[src/rtl/mem_arb_pkg.sv]
// rtl/mem_arb_pkg.sv - shared types and the sub-word merge helper for mem_arbiter
package mem_arb_pkg;

    typedef enum logic [1:0] {
        IDLE    = 2'd0,
        RD_WAIT = 2'd1,
        RMW_RD  = 2'd2,
        RMW_WR  = 2'd3
    } arb_state_e;

    typedef enum logic [1:0] {
        SZ_B = 2'd0,
        SZ_H = 2'd1,
        SZ_W = 2'd2
    } ls_size_e;

    // Overlay the low lanes of wdata onto the old memory word at byte offset off.
    function automatic logic [31:0] merge_subword(
        input logic [31:0] old_word,
        input logic [31:0] wdata,
        input logic [1:0]  off,
        input ls_size_e    size
    );
        logic [31:0] r;
        r = old_word;
        case (size)
            SZ_B:    r[{off, 3'b000} +: 8]     = wdata[7:0];
            SZ_H:    r[{off[1], 4'b0000} +: 16] = wdata[15:0];
            default: r = wdata;
        endcase
        return r;
    endfunction

endpackage

[src/rtl/mem_arb_grant.sv]
// rtl/mem_arb_grant.sv - 2-way IF/LS grant; round-robin when MEM_ARB_RR_EN is defined, else LS-first
module mem_arb_grant (
    input  logic i_clk,
    input  logic i_rst_n,
    input  logic i_en,
    input  logic i_if_valid,
    input  logic i_ls_valid,
    output logic o_gnt_if,
    output logic o_gnt_ls
);

    // 0 = IF holds priority on the next contested grant, 1 = LS does.
    logic prio_ls_q;
    logic prio_ls_d;

    // Pick one requester; the pointer only moves when both were competing.
    always_comb begin
        o_gnt_if  = 1'b0;
        o_gnt_ls  = 1'b0;
        prio_ls_d = prio_ls_q;
`ifdef MEM_ARB_RR_EN
        o_gnt_if = i_en && i_if_valid && (!i_ls_valid || !prio_ls_q);
        o_gnt_ls = i_en && i_ls_valid && (!i_if_valid || prio_ls_q);
`else
        o_gnt_ls = i_en && i_ls_valid;
        o_gnt_if = i_en && i_if_valid && !i_ls_valid;
`endif
        if (i_en && i_if_valid && i_ls_valid) begin
            prio_ls_d = o_gnt_if;
        end
    end

    // Pointer register; starts with IF holding priority.
    always_ff @(posedge i_clk or negedge i_rst_n) begin
        if (!i_rst_n) begin
            prio_ls_q <= 1'b0;
        end else begin
            prio_ls_q <= prio_ls_d;
        end
    end

`ifndef MEM_ARB_RR_EN
    logic unused_prio;
    assign unused_prio = prio_ls_q;
`endif

endmodule

[src/rtl/mem_arbiter.sv]
// rtl/mem_arbiter.sv - shares one byte-array memory between IF reads and LS loads/stores (MEM_ARB_RR_EN selects round-robin)
module mem_arbiter
    import mem_arb_pkg::*;
#(
    parameter int MEM_BYTES = 512
) (
    input  logic        i_clk,
    input  logic        i_rst_n,
    input  logic        i_if_valid,
    input  logic [31:0] i_if_addr,
    output logic        o_if_ready,
    output logic        o_if_rvalid,
    output logic [31:0] o_if_rdata,
    output logic        o_if_err,
    input  logic        i_ls_valid,
    input  logic        i_ls_we,
    input  logic [1:0]  i_ls_size,
    input  logic [31:0] i_ls_addr,
    input  logic [31:0] i_ls_wdata,
    output logic        o_ls_ready,
    output logic        o_ls_rvalid,
    output logic [31:0] o_ls_rdata,
    output logic        o_ls_err,
    output logic        o_mem_ren,
    output logic        o_mem_wren,
    output logic [31:0] o_mem_addr,
    output logic [31:0] o_mem_wdata,
    input  logic [31:0] i_mem_rdata
);

    arb_state_e  state_q, state_d;
    logic        rsp_if_q, rsp_if_d;
    logic        rsp_ls_q, rsp_ls_d;
    logic        rsp_err_q, rsp_err_d;
    logic [31:0] merged_q, merged_d;
    logic [29:0] rmw_word_q, rmw_word_d;

    logic        gnt_en, gnt_if, gnt_ls;
    logic        if_req, ls_req;
    logic [32:0] if_end, ls_end, ls_bytes;
    logic        if_err, ls_err;

    // Requests are masked while reset is held so every output stays low.
    assign if_req = i_if_valid && i_rst_n;
    assign ls_req = i_ls_valid && i_rst_n;
    assign gnt_en = (state_q == IDLE) || (state_q == RD_WAIT);

    mem_arb_grant u_grant (
        .i_clk      (i_clk),
        .i_rst_n    (i_rst_n),
        .i_en       (gnt_en),
        .i_if_valid (if_req),
        .i_ls_valid (ls_req),
        .o_gnt_if   (gnt_if),
        .o_gnt_ls   (gnt_ls)
    );

    assign ls_bytes = (i_ls_size == 2'd0) ? 33'd1 : (i_ls_size == 2'd1) ? 33'd2 : 33'd4;
    assign if_end   = {1'b0, i_if_addr} + 33'd4;
    assign ls_end   = {1'b0, i_ls_addr} + ls_bytes;
    assign if_err   = (i_if_addr[1:0] != 2'b00) || (if_end > 33'(MEM_BYTES));
    assign ls_err   = (i_ls_size == 2'd3)
                   || ((i_ls_size == 2'd1) && i_ls_addr[0])
                   || ((i_ls_size == 2'd2) && (i_ls_addr[1:0] != 2'b00))
                   || (ls_end > 33'(MEM_BYTES));

    // Next-state, handshake and memory command decode.
    always_comb begin
        state_d     = state_q;
        rsp_if_d    = 1'b0;
        rsp_ls_d    = 1'b0;
        rsp_err_d   = 1'b0;
        merged_d    = merged_q;
        rmw_word_d  = rmw_word_q;
        o_if_ready  = 1'b0;
        o_ls_ready  = 1'b0;
        o_mem_ren   = 1'b0;
        o_mem_wren  = 1'b0;
        o_mem_addr  = 32'h0;
        o_mem_wdata = 32'h0;
        case (state_q)
            IDLE, RD_WAIT: begin
                state_d = IDLE;
                if (gnt_if) begin
                    o_if_ready = 1'b1;
                    rsp_if_d   = 1'b1;
                    if (if_err) begin
                        rsp_err_d = 1'b1;
                    end else begin
                        o_mem_ren  = 1'b1;
                        o_mem_addr = {i_if_addr[31:2], 2'b00};
                        state_d    = RD_WAIT;
                    end
                end else if (gnt_ls) begin
                    if (ls_err) begin
                        o_ls_ready = 1'b1;
                        rsp_ls_d   = 1'b1;
                        rsp_err_d  = 1'b1;
                    end else if (!i_ls_we) begin
                        o_ls_ready = 1'b1;
                        rsp_ls_d   = 1'b1;
                        o_mem_ren  = 1'b1;
                        o_mem_addr = {i_ls_addr[31:2], 2'b00};
                        state_d    = RD_WAIT;
                    end else if (i_ls_size == 2'd2) begin
                        o_ls_ready  = 1'b1;
                        rsp_ls_d    = 1'b1;
                        o_mem_wren  = 1'b1;
                        o_mem_addr  = {i_ls_addr[31:2], 2'b00};
                        o_mem_wdata = i_ls_wdata;
                    end else begin
                        // Sub-word store: fetch the old word, accept next cycle.
                        o_mem_ren  = 1'b1;
                        o_mem_addr = {i_ls_addr[31:2], 2'b00};
                        state_d    = RMW_RD;
                    end
                end
            end
            RMW_RD: begin
                o_ls_ready = 1'b1;
                merged_d   = merge_subword(i_mem_rdata, i_ls_wdata, i_ls_addr[1:0],
                                           ls_size_e'(i_ls_size));
                rmw_word_d = i_ls_addr[31:2];
                state_d    = RMW_WR;
            end
            RMW_WR: begin
                o_mem_wren  = 1'b1;
                o_mem_addr  = {rmw_word_q, 2'b00};
                o_mem_wdata = merged_q;
                rsp_ls_d    = 1'b1;
                state_d     = IDLE;
            end
            default: state_d = IDLE;
        endcase
    end

    // State, pending-response flags and the RMW holding registers.
    always_ff @(posedge i_clk or negedge i_rst_n) begin
        if (!i_rst_n) begin
            state_q    <= IDLE;
            rsp_if_q   <= 1'b0;
            rsp_ls_q   <= 1'b0;
            rsp_err_q  <= 1'b0;
            merged_q   <= 32'h0;
            rmw_word_q <= 30'h0;
        end else begin
            state_q    <= state_d;
            rsp_if_q   <= rsp_if_d;
            rsp_ls_q   <= rsp_ls_d;
            rsp_err_q  <= rsp_err_d;
            merged_q   <= merged_d;
            rmw_word_q <= rmw_word_d;
        end
    end

    // Read data is only forwarded in RD_WAIT; error and store responses carry zero.
    assign o_if_rvalid = rsp_if_q;
    assign o_ls_rvalid = rsp_ls_q;
    assign o_if_err    = rsp_if_q && rsp_err_q;
    assign o_ls_err    = rsp_ls_q && rsp_err_q;
    assign o_if_rdata  = (rsp_if_q && (state_q == RD_WAIT)) ? i_mem_rdata : 32'h0;
    assign o_ls_rdata  = (rsp_ls_q && (state_q == RD_WAIT)) ? i_mem_rdata : 32'h0;

endmodule

[config.mk]
export PLATFORM = sky130hd
export DESIGN_NAME = mem_arbiter
export DESIGN_NICKNAME = d
export VERILOG_FILES = /design/src/rtl/mem_arb_pkg.sv /design/src/rtl/mem_arb_grant.sv /design/src/rtl/mem_arbiter.sv
export SDC_FILE = /design/constraint.sdc
export NUM_CORES = 1
export LEC_CHECK = 0
export BUFFER_PORTS_ARGS = -buffer_cell sky130_fd_sc_hd__buf_2
export CAP_MARGIN = 40
export CORE_MARGIN = 8
export CORE_UTILIZATION = 45
export DETAILED_ROUTE_END_ITERATION = 10
export PLACE_DENSITY = 0.76
export SLEW_MARGIN = 0
export SYNTH_ARGS = -nofsm -noshare
export SYNTH_HDL_FRONTEND = slang
export SYNTH_HIERARCHICAL = 1
export SYNTH_SLANG_ARGS = --single-unit
[constraint.sdc]
create_clock -name i_clk -period 8.5 [get_ports i_clk]
set_input_delay 2.125 -clock i_clk [delete_from_list [all_inputs] [get_ports i_clk]]
set_output_delay 2.125 -clock i_clk [all_outputs]
set_load 0.02 [all_outputs]
# ---- Word-level counts from Yosys, hierarchy flattened
# Cells that the tools add are included.
dict set report op_classes {
  n_addsub 4
  order_cmp 2
  eq_ne 6
  shifts 4
  mux 51
  reduce_logical 22
}
# cell n
set op_table {}
lappend op_table {{$mux 32} 11}
lappend op_table {{$pmux 32 s2} 3}
lappend op_table {{$gt 33x10->1 const B} 2}
lappend op_table {{$bwmux 32} 2}
lappend op_table {{$add 32x3->33} 1}
lappend op_table {{$add 32x3->33 const B} 1}
lappend op_table {{$shift 16x7->32 const A} 1}
lappend op_table {{$shift 8x7->32 const A} 1}
lappend op_table {{$shiftx 16x7->32} 1}
lappend op_table {{$shiftx 8x7->32} 1}
lappend op_table {{$mux 1} 24}
lappend op_table {{$neg 5->7} 2}
lappend op_table {{$logic_and 1x1->1} 11}
lappend op_table {{$mux 2} 5}
lappend op_table {{$eq 2x2->1 const B} 4}
lappend op_table {{$mux 3} 2}
lappend op_table {{$pmux 1 s2} 3}
lappend op_table {{$pmux 2 s3} 1}
lappend op_table {{$logic_or 1x1->1} 5}
lappend op_table {{$eq 2x1->1 const B} 2}
lappend op_table {{$logic_not 2->1} 2}
lappend op_table {{$reduce_bool 2->1} 2}
lappend op_table {{$reduce_or 2->1} 1}
lappend op_table {{$logic_not 1->1} 1}
dict set report totals {
  reg_bits 67
  input_bits 135
  out_inout_bits 136
  word_cells 95
}

# ---- Longest topological paths before layout
# Gate-level depths: netlist of run 1.
dict set report depth {
  word_depth 10
  mapped_depth 14
  ltp_nobuf 12
}

# ---- Hierarchy
# Netlist of run 1, hierarchy kept.
# mod n_inst cells_per_inst area_each_um2 seq_area_each_um2
set modules_own_cells {}
lappend modules_own_cells {mem_arbiter 1 846 6069.6 1676.6}
lappend modules_own_cells {mem_arb_grant 1 2 16.3 0.0}

# ---- Worst setup path before layout of run 1
# No wires, ideal clock.
dict set report synth_timing {
  path_kind {input -> output}
  startpoint {in i_ls_size[1]}
  endpoint {out o_mem_ren}
  t_arrival_ns 5.299
  required_ns 6.375
  path_slack_ns 1.076
  cell_stages 13
  path_cell_list {clkinv_1 > nand2_1 > clkbuf_1 > inv_1 > ha_1 > fa_1 > a21oi_1 > nor2_1 > a311oi_1 > a41oi_1 > nor4_4 > nand4_1 > o31ai_1}
}
dict set report synth_via {
  elab_chain_cells 10
}
# element line_no
set synth_lines {}
lappend synth_lines {{from (decl)} mem_arbiter.sv:17} ;# input logic [1:0] i_ls_size,
lappend synth_lines {{$eq 2x1->1} {mem_arbiter.sv:58, mem_arbiter.sv:63}}
lappend synth_lines {{$mux 3 (2 in a row)} mem_arbiter.sv:58} ;# assign ls_bytes = (i_ls_size == 2'd0) ? 33'd1 : (i_ls_size == 2'd1) ? 33'd2 : 33'd4;
lappend synth_lines {{$add 32x3->33} mem_arbiter.sv:60} ;# assign ls_end = {1'b0, i_ls_addr} + ls_bytes;
lappend synth_lines {{$gt 33x10->1} mem_arbiter.sv:65} ;# || (ls_end > 33'(MEM_BYTES));
lappend synth_lines {{$logic_or 1x1->1} mem_arbiter.sv:65}
lappend synth_lines {{$mux 1 (*)} mem_arbiter.sv:95} ;# if (ls_err) begin
lappend synth_lines {{$mux 1 (*)} mem_arbiter.sv:94} ;# end else if (gnt_ls) begin
lappend synth_lines {{$mux 1 (*)} mem_arbiter.sv:84} ;# if (gnt_if) begin
lappend synth_lines {{$mux 1 (*)} mem_arbiter.sv:81} ;# case (state_q)
lappend synth_lines {{to (decl)} mem_arbiter.sv:24} ;# output logic o_mem_ren,
# Every way passes the cells marked *; elsewhere a longest branch is shown, timed or not.

# ---- Worst setup path after layout of run 1
# Ends and elaborated chain as after synthesis.

==> results.toml, run 1 <==
[power]
leakagePower_uw = 0.00419
ir_drop_mv = 0.0866
power.density_nw_per_um2 = 114
fin_total_pwr_uw = 904

[clocking]
clk_path_buf_depth = 2
clk_latency_ns = 0.34
numClockSinks = 67
numCtsBuffers = 9
clkSlewWorstSetupHoldPaths_ns = 0.06
cts-resized-gates = 0
cts_tree = "done"
postCtsSetupRepairBufs = 0
cts_root_buf = "clkbuf_16"
hold_buffers = 0
htreeDepth = 3

[timing]
fmax_mhz = 127
finClkSkew_ns = 0.00900
grt_setup_unrepaired = "no"
maxSlewViolCount = 0
tightest_slew_ns = 0.882
fin_crit_sh_pct = 92.5
fin_crit_ns = 7.86
setup_tns_ns = 0
final-hold-violation-count = 0
finalSetupViolCount = 0
relSlewSlack_pct = 41.1
timing.hold.ws_ns = 0.468

[global_routing]
grt_pass1_vias = 7013
busiest_layer = "met2"
grt_util_all_layers_pct = 26.4
antenna_found_initial = 0
gr-total-overflow = 0
grtUsageMet2_pct = 43.5
grt_max_degree = 92
use_met3_pct = 7.24
gr-usage-met1_pct = 33.1
grt_pass1_wl_mm = 37.8

[place]
portBuffers = 268
gp_congestion = 0.948
dp_hpwl_mm = 18.1

[synth]
synth_area_leaders = "dfrtp_1, nand2_1, and2_1"
async_flop_share_pct = 100
syn_avg_cell_area_um2 = 7.18
synth_common_cells = "nand2_1, and2_1, o21ai_0, dfrtp_1, a21oi_1"
synth_cells = 848
yosysTopAreaCell = "dfrtp_1"
yosysMostFrequentCell = "nand2_1"
ys_seq_area_share_pct = 27.5
synth-main-ff-cell = "dfrtp_1"
syn-cell-area_um2 = 6090
synth.top_cell.area_share_pct = 27.5
ys_seq_elements = 67
synth_warnings = 6
ys_types = 66
synth-edff-count = 0

[finish]
nets = 1238
num_antenna_cells = 0
areaGrowthSynthToFinish_pct = 30.4
fillerInstances = 1276
drive_gt1_share_pct = 29.5

[setup_path]
critPathArrivalTime_ns = 5.74
critPathMaxFanout = 23
r2r_cells = 6
r2r_slack_ns = 6.05
worstSetupPathType = "input pin to output port"
end_kind = "output port"
start_kind = "input pin"
cp.required_ns = 6.38
regToRegStartpoint = "state_q[1]"
r2r_end = "state_q[0]"

[min_path]
min-delay-start = "rmw_word_q[23]"
min_to = "rmw_word_q[23]"
hold_depth = 2
worst_hold_path_type = "register to register"

[job]
maxCapViolCount = 0

[die]
ioPinCount = 271
start_util_pct = 46.0
dieHeight_um = 132
num_rows = 42
dieArea_um2 = 17500
core_um2 = 13200
die_w_um = 132

[status]
outcome = "finished, final reports clean"

[route]
vias = 7264
routed_wl_mm = 23.8
drt_iter0_drc = 653
route.detailed.drc = 0
antenna_left = 0
wl_per_cell_um = 18.7
viasPerCell = 5.70
drt_first_pass_iters = 6
cells by family (layout without fill, tap and decap cells):
logic type | count (synthesis) | after routing | synth area share [%]
AOI/OAI and AO/OA | 262 | 262 | 27.7
xor gates and xnor gates | 7 | 7 | 1.01
muxes | 5 | 5 | 0.822
buffers and inverters | 107 | 357 | 6.93
adders and majority gates | 9 | 9 | 1.97
and+or+nand+nor | 390 | 390 | 34.0
other | 1 | 2 | 0.0616
DFF | 67 | 67 | 27.5
power by group:
| part | total, µW | leakage [µW] | internal, µW | switching, µW |
|---|---|---|---|---|
| registers | 354 | 0.000804 | 342 | 11.9 |
| logic | 180 | 0.00324 | 67.7 | 112 |
| clock network | 371 | 0.000143 | 226 | 144 |
cells in the final DEF, fill, tap and decap left out, types with 13 or more instances in the layout:
| cell type | count |
|---|---|
| buf_2 | 269 |
| nand2_1 | 150 |
| and2_1 | 71 |
| o21ai_0 | 69 |
| dfrtp_1 | 67 |
| a21oi_1 | 59 |
| inv_1 | 52 |
| and3_1 | 38 |
| nor2b_1 | 34 |
| o21ai_1 | 30 |
| o21a_1 | 20 |
| a22oi_1 | 17 |
| nand3_1 | 16 |
| a221o_1 | 16 |
| nor2_1 | 14 |
| nor4_1 | 13 |
how the worst max path moves through the flow:
stage,startpoint,depth (start not counted),to,slack (ns)
after CTS,i_ls_size[1],15,o_mem_ren,0.69
after global routing,i_ls_size[1],15,o_mem_wdata[25],0.29
after global placement,i_ls_size[1],15,o_mem_ren,0.81
after floorplan,i_ls_size[1],13,o_mem_ren,1.08
after detailed placement,i_ls_size[1],15,o_mem_ren,0.70
final,i_ls_size[1],15,o_mem_ren,0.64
per-stage QoR:
| step | instances | area [µm²] | util, % | setup WS (ns) |
|---|---|---|---|---|
| after CTS | 1275 | 7940 | 59.9 | 0.686 |
| after floorplan | 849 | 6090 | - | 1.08 |
| after global routing | 1275 | 7940 | 59.9 | 0.290 |
| after detailed placement | 1259 | 7650 | 57.8 | 0.695 |
| final | 1275 | 7940 | 59.9 | 0.636 |
| after global placement | 1250 | 7520 | 56.8 | 0.814 |
flip-flops by register name, summed over array words and instances, names as in the netlist:
register / flops
state_q: 2
o_if_rvalid: 1
o_ls_rvalid: 1
rsp_err_q: 1
rmw_word_q: 30
merged_q: 32
worst max-delay path, cell delays in order:
cell	delay (ns)
buf_2	0.41
clkinv_1	0.17
nand2_1	0.12
inv_1	0.05
ha_1	0.21
fa_1	0.45
a21oi_1	0.44
nor2_1	0.20
a311oi_1	0.30
a41oi_1	0.11
nor4_4	0.34
nand4_1	0.14
buf_4	0.21
o31ai_1	0.23
buf_2	0.21
layout make-up:
class	instances	area, µm²	area share (%)
Multi-Input combinational cell	675	4010	50.5
Sequential cell	67	1680	21.1
Timing Repair Buffer	287	1550	19.5
Clock buffer	11	233	2.93
Tap cell	176	220	2.77
Inverter	54	203	2.55
Clock inverter	5	53.8	0.678
layer usage:
| layer | part of all wire, % | vias to the layer above | wire length [µm] |
|---|---|---|---|
| met4 | 1.7 | 0 | 399 |
| met2 | 46 | 363 | 11000 |
| met1 | 43 | 3373 | 10200 |
| met5 | 0 | - | 0 |
| met3 | 9.4 | 40 | 2230 |
| li1 | - | 3488 | - |
Note: power is estimated with default switching activity, not from simulation.
==> run 2, diff against run 1 <==
--- a/config.mk
+++ b/config.mk
@@ -8,9 +8,9 @@
 export BUFFER_PORTS_ARGS = -buffer_cell sky130_fd_sc_hd__buf_2
 export CAP_MARGIN = 40
 export CORE_MARGIN = 8
-export CORE_UTILIZATION = 45
+export CORE_UTILIZATION = 53
 export DETAILED_ROUTE_END_ITERATION = 10
-export PLACE_DENSITY = 0.76
+export PLACE_DENSITY = 0.87
 export SLEW_MARGIN = 0
 export SYNTH_ARGS = -nofsm -noshare
 export SYNTH_HDL_FRONTEND = slang
==> run 2 against run 1 <==
  * Register-to-register slack got worse by 0.24 ns
  * Design area increased by 0.11%
  * Combinational power about the same
  * First-iteration DRC count increased by 41%
  * Wire length decreased by 0.87%
  * Non-clock buffer count increased by 1
  * Highest routed layer unchanged
==> results.toml, run 2 (synthesis results as in run 1) <==
[die]
core_um2 = 11300
dieArea_um2 = 15200
die_w_um = 123
num_rows = 39
start_util_pct = 53.8
dieHeight_um = 123
ioPinCount = 271

[power]
clkPwrFrac_pct = 44.4
power.density_nw_per_um2 = 121
combPwrFrac_pct = 18.8
internal-power_uw = 684
leakagePower_uw = 0.00420
p_seq_share_pct = 36.8
power.switching_uw = 276
ir_drop_mv = 0.0974
p_sw_share_pct = 28.8

[timing]
maxSlewViolCount = 0
fmax_mhz = 128
setup_tns_ns = 0
relSlewSlack_pct = 39.4
finalSetupViolCount = 0
fin_crit_ns = 7.80
fin_crit_sh_pct = 91.8
tightest_slew_ns = 0.906
grt_setup_unrepaired = "no"
timing.hold.ws_ns = 0.471
final-hold-violation-count = 0
finClkSkew_ns = 0.00932

[route]
vias = 7451
viasPerCell = 5.98
drt_first_pass_iters = 5
routed_wl_mm = 23.6
wl_per_cell_um = 18.9
route.detailed.drc = 0
antenna_left = 0
drt_iter0_drc = 919

[finish]
final-instance-count-excl-fill = 1245
final_common_cell = "buf_2"
utilization_pct = 70.2
top_register = "merged_q"
reg_top3 = "merged_q x32, rmw_word_q x30, state_q x2"
design_area_um2 = 7950
fillerInstances = 977
drive_gt1_share_pct = 29.7
nets = 1239
most-common-layout-cells = "buf_2, nand2_1, and2_1, o21ai_0, dfrtp_1"
areaGrowthSynthToFinish_pct = 30.6
largest_reg_flops = 32

[place]
place_inst = 1227
portBuffers = 268
dp_hpwl_mm = 18.0
place_area_um2 = 7610
gp_congestion = 0.969

[setup_path]
crit_chain = "buf_2, inv_1, nand2_1, inv_1, ha_1, fa_1, a21oi_1, nor2_1, a311oi_1, a41oi_1, nor4_4, nand4_1, buf_4, o31ai_2, buf_2"
r2r_cells = 7
r2r_end = "state_q[0]"
crit_end = "o_mem_addr[5]"
startpoint = "i_ls_size[0]"
critPathArrivalTime_ns = 5.68
start_kind = "input pin"
worstSetupPathType = "input pin to output port"
r2r_slack_ns = 5.81
cp_slowest_cell = "fa_1"
slowest_delay_ns = 0.45
critPathMaxFanout = 20
cp.required_ns = 6.38
regToRegStartpoint = "state_q[1]"
end_kind = "output port"

[clocking]
numCtsBuffers = 9
numClockSinks = 67
cts_root_buf = "clkbuf_16"
hold_buffers = 0
cts-resized-gates = 0
clk_path_buf_depth = 2
clkSlewWorstSetupHoldPaths_ns = 0.06
clk_latency_ns = 0.34
cts_tree = "done"
postCtsSetupRepairBufs = 0
htreeDepth = 3

[global_routing]
grt_pass1_wl_mm = 36.0
grt_max_degree = 92
grt_pass1_vias = 7085
antenna_found_initial = 1
gr-total-overflow = 0
grt_util_all_layers_pct = 29.9

[job]
maxCapViolCount = 0

[status]
outcome = "finished, final reports clean"

[min_path]
worst_hold_path_type = "register to register"
[run 2: power groups by stage]
stage / clock [µW] / sequential, µW / combinational (µW)
6_report: 426 / 354 / 180
5_1_grt: 443 / 356 / 197
4_1_cts: 426 / 354 / 176
3_5_place_dp: 0 / 359 / 175
3_3_place_gp: 0 / 358 / 170
2_1_floorplan: 0 / 356 / 85.4
[run 2: worst max-delay path, delay by kind of cell]
family                   cells  cell delay, ns
AO/OA/AOI/OAI                4            1.09
buffers and inverters        5            0.96
AND/OR/NAND/NOR              4            0.83
adder cells (fa/ha/maj)      2            0.66
[run 2: how the worst min path moves through the flow]
stage              startpoint        endpoint  depth (start not counted)
3_5_place_dp   rmw_word_q[27]  rmw_word_q[27]                          2
3_3_place_gp   rmw_word_q[25]  rmw_word_q[25]                          2
6_report       rmw_word_q[27]  rmw_word_q[27]                          2
5_1_grt        rmw_word_q[26]  rmw_word_q[26]                          2
4_1_cts        rmw_word_q[26]  rmw_word_q[26]                          2
2_1_floorplan  rmw_word_q[10]  rmw_word_q[10]                          2
[run 2: cell type report]
type,count,area (µm²),share of cell area (%)
diodes,2,5.00,0.0630
flip-flops and latches,67,1680,21.1
clock inverters,5,83.8,1.05
clock buffers,11,253,3.18
repair buffers,288,1540,19.4
inverters,54,203,2.55
well taps,143,179,2.25
multi-input cells,675,4010,50.4
[run 2: routing by layer]
layer / vias up / part of all wire [%] / wire length, µm / GRT usage, %
li1: 3498 / - / - / -
met5: - / 0 / 0 / 0
met1: 3448 / 40 / 9530 / 37.9
met3: 59 / 11 / 2510 / 6.58
met4: 0 / 2.7 / 642 / 11.9
met2: 446 / 46 / 10900 / 48.5
[run 2: per-stage QoR]
step	setup slack, ns	total power, µW
after floorplan	1.08	442
after global placement	0.895	528
after detailed placement	0.799	534
after CTS	0.779	956
after global routing	0.377	996
final	0.697	960
